===== src/rtl/serial_substractor.sv =====
// Bit-serial subtractor: computes a - b - bin LSB-first through one full-subtractor cell
// with a registered borrow, returning the difference and final borrow in parallel.
//
// state  | meaning
// -------+------------------------------------------------------------
// S_IDLE | waiting for start; operands captured on the accept edge
// S_RUN  | one bit per cycle shifted through the cell, WIDTH cycles
// S_DONE | diff/bout valid, done pulses for this single cycle
module serial_substractor #(
    parameter int WIDTH = 8
) (
    input  logic             clk,
    input  logic             rst,
    input  logic             start,
    input  logic [WIDTH-1:0] a,
    input  logic [WIDTH-1:0] b,
    input  logic             bin,
    output logic             busy,
    output logic             done,
    output logic [WIDTH-1:0] diff,
    output logic             bout
);

    localparam int CW = (WIDTH > 1) ? $clog2(WIDTH + 1) : 1;
    localparam logic [CW-1:0] LAST_STEP = CW'(WIDTH - 1);

    typedef enum logic [1:0] {
        S_IDLE = 2'd0,
        S_RUN  = 2'd1,
        S_DONE = 2'd2
    } state_t;

    state_t            state_q, state_d;
    logic [WIDTH-1:0]  sa_q, sa_d;
    logic [WIDTH-1:0]  sb_q, sb_d;
    logic [WIDTH-1:0]  sd_q, sd_d;
    logic              br_q, br_d;
    logic [CW-1:0]     cnt_q, cnt_d;
    logic [WIDTH-1:0]  diff_q, diff_d;
    logic              bout_q, bout_d;

    logic              cell_d;
    logic              cell_nb;

    // One-bit full subtractor on the current LSBs and the stored borrow.
    always_comb begin
        cell_d  = sa_q[0] ^ sb_q[0] ^ br_q;
        cell_nb = (~sa_q[0] & sb_q[0]) | (~sa_q[0] & br_q) | (sb_q[0] & br_q);
    end

    always_comb begin
        state_d = state_q;
        sa_d    = sa_q;
        sb_d    = sb_q;
        sd_d    = sd_q;
        br_d    = br_q;
        cnt_d   = cnt_q;
        diff_d  = diff_q;
        bout_d  = bout_q;

        case (state_q)
            S_IDLE: begin
                if (start) begin
                    sa_d    = a;
                    sb_d    = b;
                    br_d    = bin;
                    cnt_d   = '0;
                    state_d = S_RUN;
                end
            end
            S_RUN: begin
                sa_d  = sa_q >> 1;
                sb_d  = sb_q >> 1;
                // Shift-and-insert form stays legal when WIDTH is 1.
                sd_d  = (sd_q >> 1) | (WIDTH'(cell_d) << (WIDTH - 1));
                br_d  = cell_nb;
                cnt_d = cnt_q + 1'b1;
                if (cnt_q == LAST_STEP) begin
                    diff_d  = sd_d;
                    bout_d  = cell_nb;
                    state_d = S_DONE;
                end
            end
            S_DONE: begin
                state_d = S_IDLE;
            end
            default: begin
                state_d = S_IDLE;
            end
        endcase
    end

    always_ff @(posedge clk) begin
        if (rst) begin
            state_q <= S_IDLE;
            sa_q    <= '0;
            sb_q    <= '0;
            sd_q    <= '0;
            br_q    <= 1'b0;
            cnt_q   <= '0;
            diff_q  <= '0;
            bout_q  <= 1'b0;
        end else begin
            state_q <= state_d;
            sa_q    <= sa_d;
            sb_q    <= sb_d;
            sd_q    <= sd_d;
            br_q    <= br_d;
            cnt_q   <= cnt_d;
            diff_q  <= diff_d;
            bout_q  <= bout_d;
        end
    end

    assign busy = (state_q != S_IDLE);
    assign done = (state_q == S_DONE);
    assign diff = diff_q;
    assign bout = bout_q;

endmodule


===== config.mk =====
export PLATFORM = sky130hd
export DESIGN_NAME = serial_substractor
export DESIGN_NICKNAME = d
export VERILOG_FILES = /design/src/rtl/serial_substractor.sv
export SDC_FILE = /design/constraint.sdc
export NUM_CORES = 1
export LEC_CHECK = 0
export ABC_AREA = 1
export CAP_MARGIN = 0
export CORE_ASPECT_RATIO = 1.25
export CORE_UTILIZATION = 35
export DETAILED_ROUTE_END_ITERATION = 12
export GPL_ROUTABILITY_DRIVEN = 0
export PLACE_DENSITY_LB_ADDON = 0.1
export SETUP_SLACK_MARGIN = 0.2
export SLEW_MARGIN = 40
export SYNTH_ARGS = -nofsm -noshare
export SYNTH_HDL_FRONTEND = slang
export SYNTH_SLANG_ARGS = --single-unit

===== constraint.sdc =====
create_clock -name clk -period 1.15 [get_ports clk]
set_input_delay 0.115 -clock clk [delete_from_list [all_inputs] [get_ports clk]]
set_output_delay 0.115 -clock clk [all_outputs]
set_load 0.01 [all_outputs]

==> results of run 1 <==
[final timing paths]
path / from / end / slack, ns / depth (start not counted)
max reg2reg: state_q[1] / sb_q[5] / -0.07 / 8
max: state_q[1] / sb_q[5] / -0.07 / 8
min reg2reg: diff[0] / diff[0] / 0.47 / 2
min: b[7] / sb_q[7] / 0.40 / 3
[worst max-delay path: cells and delay by family, from the launching register on]
kind	cells	cell delay (ns)
AND/OR/NAND/NOR	5	0.35
flip-flops	1	0.38
buffers and inverters	3	0.42
[cell usage after synthesis (all sizes together)]
cell	count	area [µm²]
dfxtp	39	781
clkbuf	2	7.51
nand3	34	170
nand2	62	260
a21oi	13	65.1
o21ai	9	45.0
nor2	50	210
nand3b	1	7.51
nor3	1	5.00
ha	1	12.5
inv	30	113
buf	8	63.8
fa	1	20.0
[kinds of logic after synthesis]
family                   Yosys count  share of synthesized area
flip-flops                        39                      0.443
AND/OR/NAND/NOR                  148                      0.371
adder cells (fa/ha/maj)            2                     0.0185
AO/OA/AOI/OAI                     22                     0.0625
buffers and inverters             40                      0.104
[power groups by stage]
stage | Combinational (mW) | Sequential (mW) | Clock (mW)
2_1_floorplan | 0.295 | 1.48 | 0
3_3_place_gp | 0.482 | 1.49 | 0
3_5_place_dp | 0.484 | 1.49 | 0
4_1_cts | 0.656 | 1.46 | 1.24
5_1_grt | 0.828 | 1.47 | 1.30
6_report | 0.766 | 1.47 | 1.22
[final cells by class]
| class | instances | area, µm² |
|---|---|---|
| fillers | 435 | 1780 |
| clock inverters | 2 | 35.0 |
| flip-flops and latches | 39 | 807 |
| well taps | 60 | 75.1 |
| inverters | 30 | 123 |
| clock buffers | 6 | 82.6 |
| repair buffers | 67 | 698 |
| multi-input cells | 175 | 1200 |
[through the flow]
| stage | total power [mW] | worst slack [ns] | cell area (µm²) | hold WS, ns |
|---|---|---|---|---|
| after global routing | 3.60 | -0.155 | 3020 | 0.431 |
| after CTS | 3.36 | -0.0859 | 2790 | 0.404 |
| after detailed placement | 1.97 | -0.160 | 2350 | 0.451 |
| after global placement | 1.97 | -0.115 | 2350 | 0.442 |
| after floorplan | 1.77 | 0.0298 | 1850 | 0.177 |
| final | 3.45 | -0.0693 | 3020 | 0.399 |
[what timing repair did]
| item | 4_1_cts | 5_1_grt |
|---|---|---|
| gates cloned | 6 | 1 |
| hold buffers | 0 | 0 |
| setup endpoints to repair | 50 | 42 |
| buffers inserted | 9 | 3 |
| pin swaps | 10 | 19 |
| resized for setup | 105 | 52 |
[registers in the layout, indices dropped and copies added, names as in the netlist]
register / count
diff: 8
bout: 1
br_q: 1
sa_q: 8
sd_q: 7
sb_q: 8
state_q: 2
cnt_q: 4
[cell usage in the layout, fill, tap and decap left out, types with 2 or more instances in the layout]
cell type,count
a21oi_1,3
nand2_4,18
buf_2,10
buf_6,7
inv_6,2
nand2_8,3
buf_4,21
nand3_1,18
inv_2,2
nor2_4,5
buf_12,5
dfxtp_1,24
dfxtp_2,12
inv_1,26
nor2_2,2
nand2_2,16
nand3_2,15
nand2_1,27
clkbuf_8,6
dfxtp_4,3
buf_16,3
o21ai_2,8
a21oi_2,10
clkdlybuf4s50_1,18
nor2_1,44
[routing by layer]
layer / global-route usage / share of wire / vias up / wire length [µm]
met4: 0.0739 / 0.015 / 0 / 76
met5: 0 / 0 / - / 0
met2: 0.371 / 0.57 / 32 / 2830
met3: 0.0492 / 0.029 / 7 / 143
li1: - / - / 919 / -
met1: 0.217 / 0.39 / 823 / 1950
==> run_results.csv, run 1 <==
group,metric,value,unit
layout,area_growth,71.7,%
critical_path,critical_path_required,1.38,ns
grt,grt_pass1_wl,7.91,mm
route,dr.first_iter.drc_count,58,
floorplan,die_area,0.00532,mm²
layout,layout-drive-gt1-share,0.486,
logic_synthesis,synth_fp_nets,273,
route,ant_nets,0,
route,via_count,1781,
placement,dp_hpwl,2.94,mm
power,ir_drop,0.614,mV
timing,fmax,820,MHz
floorplan,start_util,0.367,
layout,fin_util,0.630,
cts,clk_pin_slew,0.08,ns
grt,first_global_vias,1692,
floorplan,die_w,65.4,µm
timing,fin_skew,0.00765,ns
route,routed_via_density,4.70,
power,p_clk_frac,0.353,
critical_path,cp_max_fo,5,
critical_path,crit_chain,"buf_6 -> nor2_4 -> buf_8 -> buf_16 -> nand2_2 -> nand2_1 -> nor2_1 -> nor2_1",
layout,fin_cells,379,
logic_synthesis,syn_avg_cell_area,7.01,µm²
placement,portBuffers,30,
power,p_per_area,1140,mW/mm²
route,drc,0,
cts,clk_latency,0.30,ns
cts,cts.htree.levels,2,
critical_path,start_kind,"flop",
cts,cts_buffer_depth,2,
timing,drv_slew,0,
floorplan,design.core.area,0.00480,mm²
route,routed_wl,5.01,mm
timing,setup_viol,22,
critical_path,cpMostUsedCell,"nor2_1",
timing,rsz0062_at_grt,"yes",
placement,dp.cells,352,
critical_path,crit_path_top_delay_cell,"dfxtp_4",
floorplan,rows,28,
layout,num_antenna_cells,0,
timing,tightest_slew,0.412,ns
grt,grt_overflow,0,
critical_path,cp_slowest_stage_delay,0.38,ns
power,p_leak,1.40,nW
power,power_frac_seq,0.425,
grt,grt_max_degree,17,
layout,fin_nets,340,
power,switchingPower,0.950,mW
logic_synthesis,ys_seq_elements,39,
route,first_pass_iters,4,
status,outcome,"finished with violations",
critical_path,cp-end-kind,"flop",
power,p_int,2.50,mW
floorplan,ios,31,
floorplan,chipHeight,81.3,µm
logic_synthesis,synth_cell_type_count,20,
run,drv_cap,0,
cts,cts_tree,"built",
critical_path,path_class,"flop to flop",
logic_synthesis,yosysWarnings,0,
power,p_sw_frac,0.275,
cts,cts_num_sinks,39,
grt,antenna_found_initial,0,
timing,fin_crit,1.22,ns
power,comb_power_share,0.222,
timing,setup_ws,-0.0693,ns
logic_synthesis,synthCells,251,
grt,track_usage,0.200,
worst_hold_path,hp-class,"input port to flop",
cts,cts-root-buf,"clkbuf_8",
critical_path,cp.arrival,1.45,ns
logic_synthesis,syn-cell-area,0.00176,mm²
cts,numCtsBuffers,5,
route,wl_per_cell,13.2,µm
timing,final-hold-violation-count,0,
timing,setup-tns-final,-0.607,ns
logic_synthesis,seq_area_frac_synth,0.443,
timing,slew-limit-headroom,0.725,
status,violations,"negative setup slack",
timing,fin_crit_sh,1.06,
Power figures use the tool's default switching activity.
==> run 2, diff against run 1 <==
Settings changed: CORE_MARGIN set to 2, MAX_ROUTING_LAYER set to met4, SKIP_CTS_REPAIR_TIMING set to 1.
==> run 2 against run 1 <==
  * The flow still finishes with violations (negative setup slack)
  * Sequential cell count stayed put
  * Setup slack gained 0.016 ns
  * Hold slack gained 0.012 ns
  * Via count shrank 5.4%
  * Largest cell class unchanged
  * Clock skew up 0.0028 ns
  * Final area shrank 11%
  * Highest routed layer unchanged
  * Critical path depth is 3 lower
  * Clock power is 6% lower
  * Final cell count shrank 2.6%
  * Wire length decreased by 16%
  * Clock-buffer cell count is 1 lower
  * Fmax rose by 1.4%
==> run_results.csv, run 2 (synthesized netlist as in run 1, its figures left out) <==
group,metric,value,unit
worst_hold_path,hp-start,"b[7]",
layout,most-common-layout-cells,"nor2_1, nand2_1, dfxtp_1, inv_1, nand3_1",
grt,first_global_vias,1434,
critical_path,path_class,"flop to flop",
layout,fill_cells,465,
status,outcome,"finished with violations",
timing,fmax,831,MHz
floorplan,die_w,67.4,µm
layout,final_common_cell,"nor2_1",
cts,clk_pin_slew,0.08,ns
floorplan,design.core.area,0.00480,mm²
layout,area_growth,53.2,%
critical_path,start_kind,"flop",
power,ir_drop,0.533,mV
route,dr.first_iter.drc_count,84,
grt,top_usage_layer,"met2",
critical_path,cp_max_fo,2,
grt,grt_overflow,0,
critical_path,critical_path_required,1.34,ns
grt,grt_pass1_wl,6.58,mm
layout,layout-drive-gt1-share,0.298,
cts,clk_latency,0.30,ns
floorplan,ios,31,
layout,postLayoutCellArea,0.00270,mm²
floorplan,rows,28,
status,violations,"negative setup slack",
grt,grt_max_degree,17,
critical_path,reg2regPathDepth,5,
power,p_per_area,1180,mW/mm²
timing,whs,0.411,ns
grt,gr-usage-met1,0.186,
timing,final-hold-violation-count,0,
layout,fin_util,0.562,
timing,setup_ws,-0.0529,ns
placement,dp_hpwl,2.89,mm
route,wl_per_cell,11.3,µm
route,first_pass_iters,4,
placement,portBuffers,30,
timing,drv_slew,0,
layout,num_antenna_cells,0,
cts,cts_buffer_depth,2,
critical_path,rr_endpoint,"diff[7]",
route,ant_nets,0,
timing,fin_skew,0.0105,ns
critical_path,r2r-start,"sa_q[0]",
route,drc,0,
critical_path,cp-end-kind,"flop",
critical_path,cp.arrival,1.39,ns
power,p_leak,1.34,nW
grt,antenna_found_initial,0,
timing,fin_crit,1.20,ns
worst_hold_path,hold_path_depth,3,
grt,track_usage,0.155,
timing,setup_viol,20,
critical_path,reg2reg_slack,-0.05,ns
route,routed_wl,4.18,mm
cts,cts.htree.levels,2,
cts,cts_tree,"built",
worst_hold_path,whs_endpoint,"sb_q[7]",
timing,slew-limit-headroom,0.719,
grt,grt_util_met3,0.0285,
placement,placed_area,0.00235,mm²
layout,fin_nets,330,
floorplan,die_area,0.00562,mm²
timing,rsz0062_at_grt,"yes",
run,drv_cap,0,
timing,fin_crit_sh,1.05,
worst_hold_path,hp-class,"input port to flop",
route,routed_via_density,4.57,
grt,met2_usage,0.248,
floorplan,chipHeight,83.3,µm
cts,numCtsBuffers,5,
timing,tightest_slew,0.420,ns
cts,cts-root-buf,"clkbuf_8",
floorplan,start_util,0.367,
cts,cts_num_sinks,39,
route,via_count,1685,
==> run 2: changes by cell type in the layout (fill, tap and decap cells not counted), moves of 9 or more <==
cell,delta
dfxtp_1,+9
nand2_1,+18
nand2_4,-10
dfxtp_2,-9
buf_2,-10
==> run 2: worst max-delay path by stage <==
stage	end	slack, ns	startpoint
2_1_floorplan	diff[7]	0.03	br_q
3_3_place_gp	sb_q[1]	-0.12	start
3_5_place_dp	cnt_q[2]	-0.15	start
4_1_cts	done	-0.33	state_q[1]
5_1_grt	diff[1]	-0.13	state_q[1]
6_report	diff[7]	-0.05	sa_q[0]
==> run 2: per-stage QoR <==
| step | power, mW | worst slack (ns) | setup TNS (ns) | instances |
|---|---|---|---|---|
| floorplan | 1.77 | 0.0298 | 0 | 251 |
| global placement | 1.96 | -0.117 | -2.95 | 353 |
| detailed placement | 1.97 | -0.148 | -3.37 | 353 |
| CTS | 3.12 | -0.332 | -2.00 | 361 |
| global route | 3.34 | -0.126 | -2.14 | 369 |
| finish | 3.18 | -0.0529 | -0.318 | 369 |
==> run 2: area by class of cell <==
cell class | count | area, µm² | share of cell area
Sequential cell | 39 | 796 | 0.295
Multi-Input combinational cell | 175 | 1020 | 0.378
Clock inverter | 3 | 43.8 | 0.0162
Inverter | 30 | 125 | 0.0464
Tap cell | 60 | 75.1 | 0.0278
Clock buffer | 5 | 68.8 | 0.0255
Timing Repair Buffer | 57 | 569 | 0.211
==> run 2: per-layer routing <==
metal,routed length [µm],vias to the layer above
met5,0,-
met4,72,0
met3,155,8
met2,2210,34
met1,1750,748
li1,-,895
==> run 2: critical path: stages (launching register included) <==
cell and delay (ns):
dfxtp_2 0.34, inv_2 0.04, fa_2 0.54, nand3_1 0.08
nand2_1 0.07, nor2_1 0.03
==> run 2: power by group <==
group,switching [mW],internal (mW),total (mW)
clock network,0.506,0.646,1.15
registers,0.0468,1.42,1.46
logic,0.291,0.271,0.562
==> run 3, diff against run 2 <==
Settings changed: CORE_UTILIZATION 35 to 45.
==> run 3 against run 2 <==
  * The flow still finishes with violations (negative setup slack)
  * Combinational power decreased by 5.7%
  * Clock-buffer cell count increased by 2
  * Sequential share of layout area increased by 1.8 points
  * Sequential power about the same
  * Die area decreased by 21%
  * Power decreased by 10%
  * Clock power decreased by 24%
  * Non-clock buffer count decreased by 10
  * Largest power group unchanged
==> run_results.csv, run 3 (synthesized netlist as in run 1, its figures left out) <==
group,metric,value,unit
cts,cts_num_sinks,39,
layout,most-common-layout-cells,"nand2_1, nor2_1, dfxtp_1, nand3_1, inv_1",
route,wl_met1,1.62,mm
timing,rsz0062_at_grt,"yes",
critical_path,crit_path_top_delay_cell,"fa_1",
timing,tightest_slew,0.401,ns
critical_path,crit_chain,"fa_1 -> nand3_1 -> nand2_1 -> nor2_1",
critical_path,cp_slowest_stage_delay,0.56,ns
timing,fin_crit_sh,1.03,
critical_path,start_kind,"flop",
floorplan,design.core.area,0.00375,mm²
grt,first_global_vias,1415,
cts,clk_pin_slew,0.07,ns
route,drc,0,
route,highest_layer,"met4",
power,ir_drop,0.637,mV
layout,postLayoutCellArea,0.00255,mm²
layout,fill_cells,313,
layout,ff_latch_area,798,µm²
cts,numCtsBuffers,5,
layout,area_growth,44.9,%
timing,setup_ws,-0.0296,ns
route,dr.first_iter.drc_count,41,
grt,antenna_found_initial,0,
floorplan,ios,31,
power,p_per_area,1120,mW/mm²
power,p_leak,1.27,nW
route,first_pass_iters,4,
route,wl_per_cell,10.8,µm
critical_path,critical_path_required,1.34,ns
layout,num_antenna_cells,0,
timing,whs,0.349,ns
floorplan,chipHeight,73.9,µm
cts,cts_buffer_depth,2,
grt,grt_overflow,0,
grt,grt_max_degree,27,
route,wl_met3,135,µm
run,drv_cap,0,
cts,cts-root-buf,"clkbuf_8",
grt,track_usage,0.177,
floorplan,die_w,59.9,µm
placement,dp_slack,-0.141,ns
layout,fin_nets,319,
timing,slew-limit-headroom,0.732,
timing,drv_slew,0,
floorplan,rows,25,
critical_path,path_class,"flop to flop",
timing,fin_skew,0.00327,ns
critical_path,cp_max_fo,2,
placement,placed_area,0.00231,mm²
timing,setup_viol,3,
layout,final_common_cell,"nand2_1",
critical_path,cp-end-kind,"flop",
layout,multi_input_area,972,µm²
layout,layout-drive-gt1-share,0.221,
cts,cts.htree.levels,2,
cts,cts_tree,"built",
route,via_count,1633,
layout,fin_util,0.680,
grt,grt_pass1_wl,5.84,mm
timing,fmax,848,MHz
timing,fin_crit,1.18,ns
floorplan,die_area,0.00443,mm²
status,violations,"negative setup slack",
cts,clk_latency,0.29,ns
route,dr_wl_met2,1.85,mm
timing,final-hold-violation-count,0,
placement,dp_hpwl,2.57,mm
route,routed_wl,3.66,mm
floorplan,start_util,0.469,
worst_hold_path,hp-class,"input port to flop",
route,routed_via_density,4.83,
placement,portBuffers,30,
critical_path,cp.arrival,1.36,ns
route,ant_nets,0,
status,outcome,"finished with violations",
-- run 3: routing by layer --
metal | track usage | vias up
li1 | - | 875
met1 | 0.199 | 712
met2 | 0.301 | 39
met3 | 0.0313 | 7
met4 | 0.0815 | 0
met5 | - | -
-- run 3: through the flow --
step	total power [mW]	TNS, ns	instances
2_1_floorplan	1.77	0	251
3_3_place_gp	1.95	-1.51	328
3_5_place_dp	1.96	-2.09	328
4_1_cts	2.83	-1.79	336
5_1_grt	3.01	-0.589	338
6_report	2.86	-0.0419	338
-- run 3: worst max-delay path: cells and delay by family, from the launching register on --
| kind | cells | cell delay (ns) |
|---|---|---|
| fa+ha+maj | 1 | 0.56 |
| flops | 1 | 0.33 |
| simple gates | 3 | 0.18 |
-- run 3: final cells by class --
class                           instances  share of cell area
Clock buffer                            7              0.0299
Clock inverter                          1             0.00196
Inverter                               30              0.0481
Multi-Input combinational cell        174               0.381
Sequential cell                        39               0.313
Tap cell                               40              0.0196
Timing Repair Buffer                   47               0.206
-- run 3: worst paths after layout --
kind           start          to  slack [ns]  cells past startpoint
min reg2reg  sd_q[1]     sd_q[1]        0.45                      2
min            start  state_q[0]        0.35                      3
max reg2reg     br_q     diff[7]       -0.03                      4
max             br_q     diff[7]       -0.03                      4
-- run 3: where the power goes --
part	leakage, nW	switching [mW]	internal, mW
logic	0.902	0.278	0.252
registers	0.322	0.0418	1.41
clock network	0.0422	0.448	0.425
total	1.27	0.768	2.09
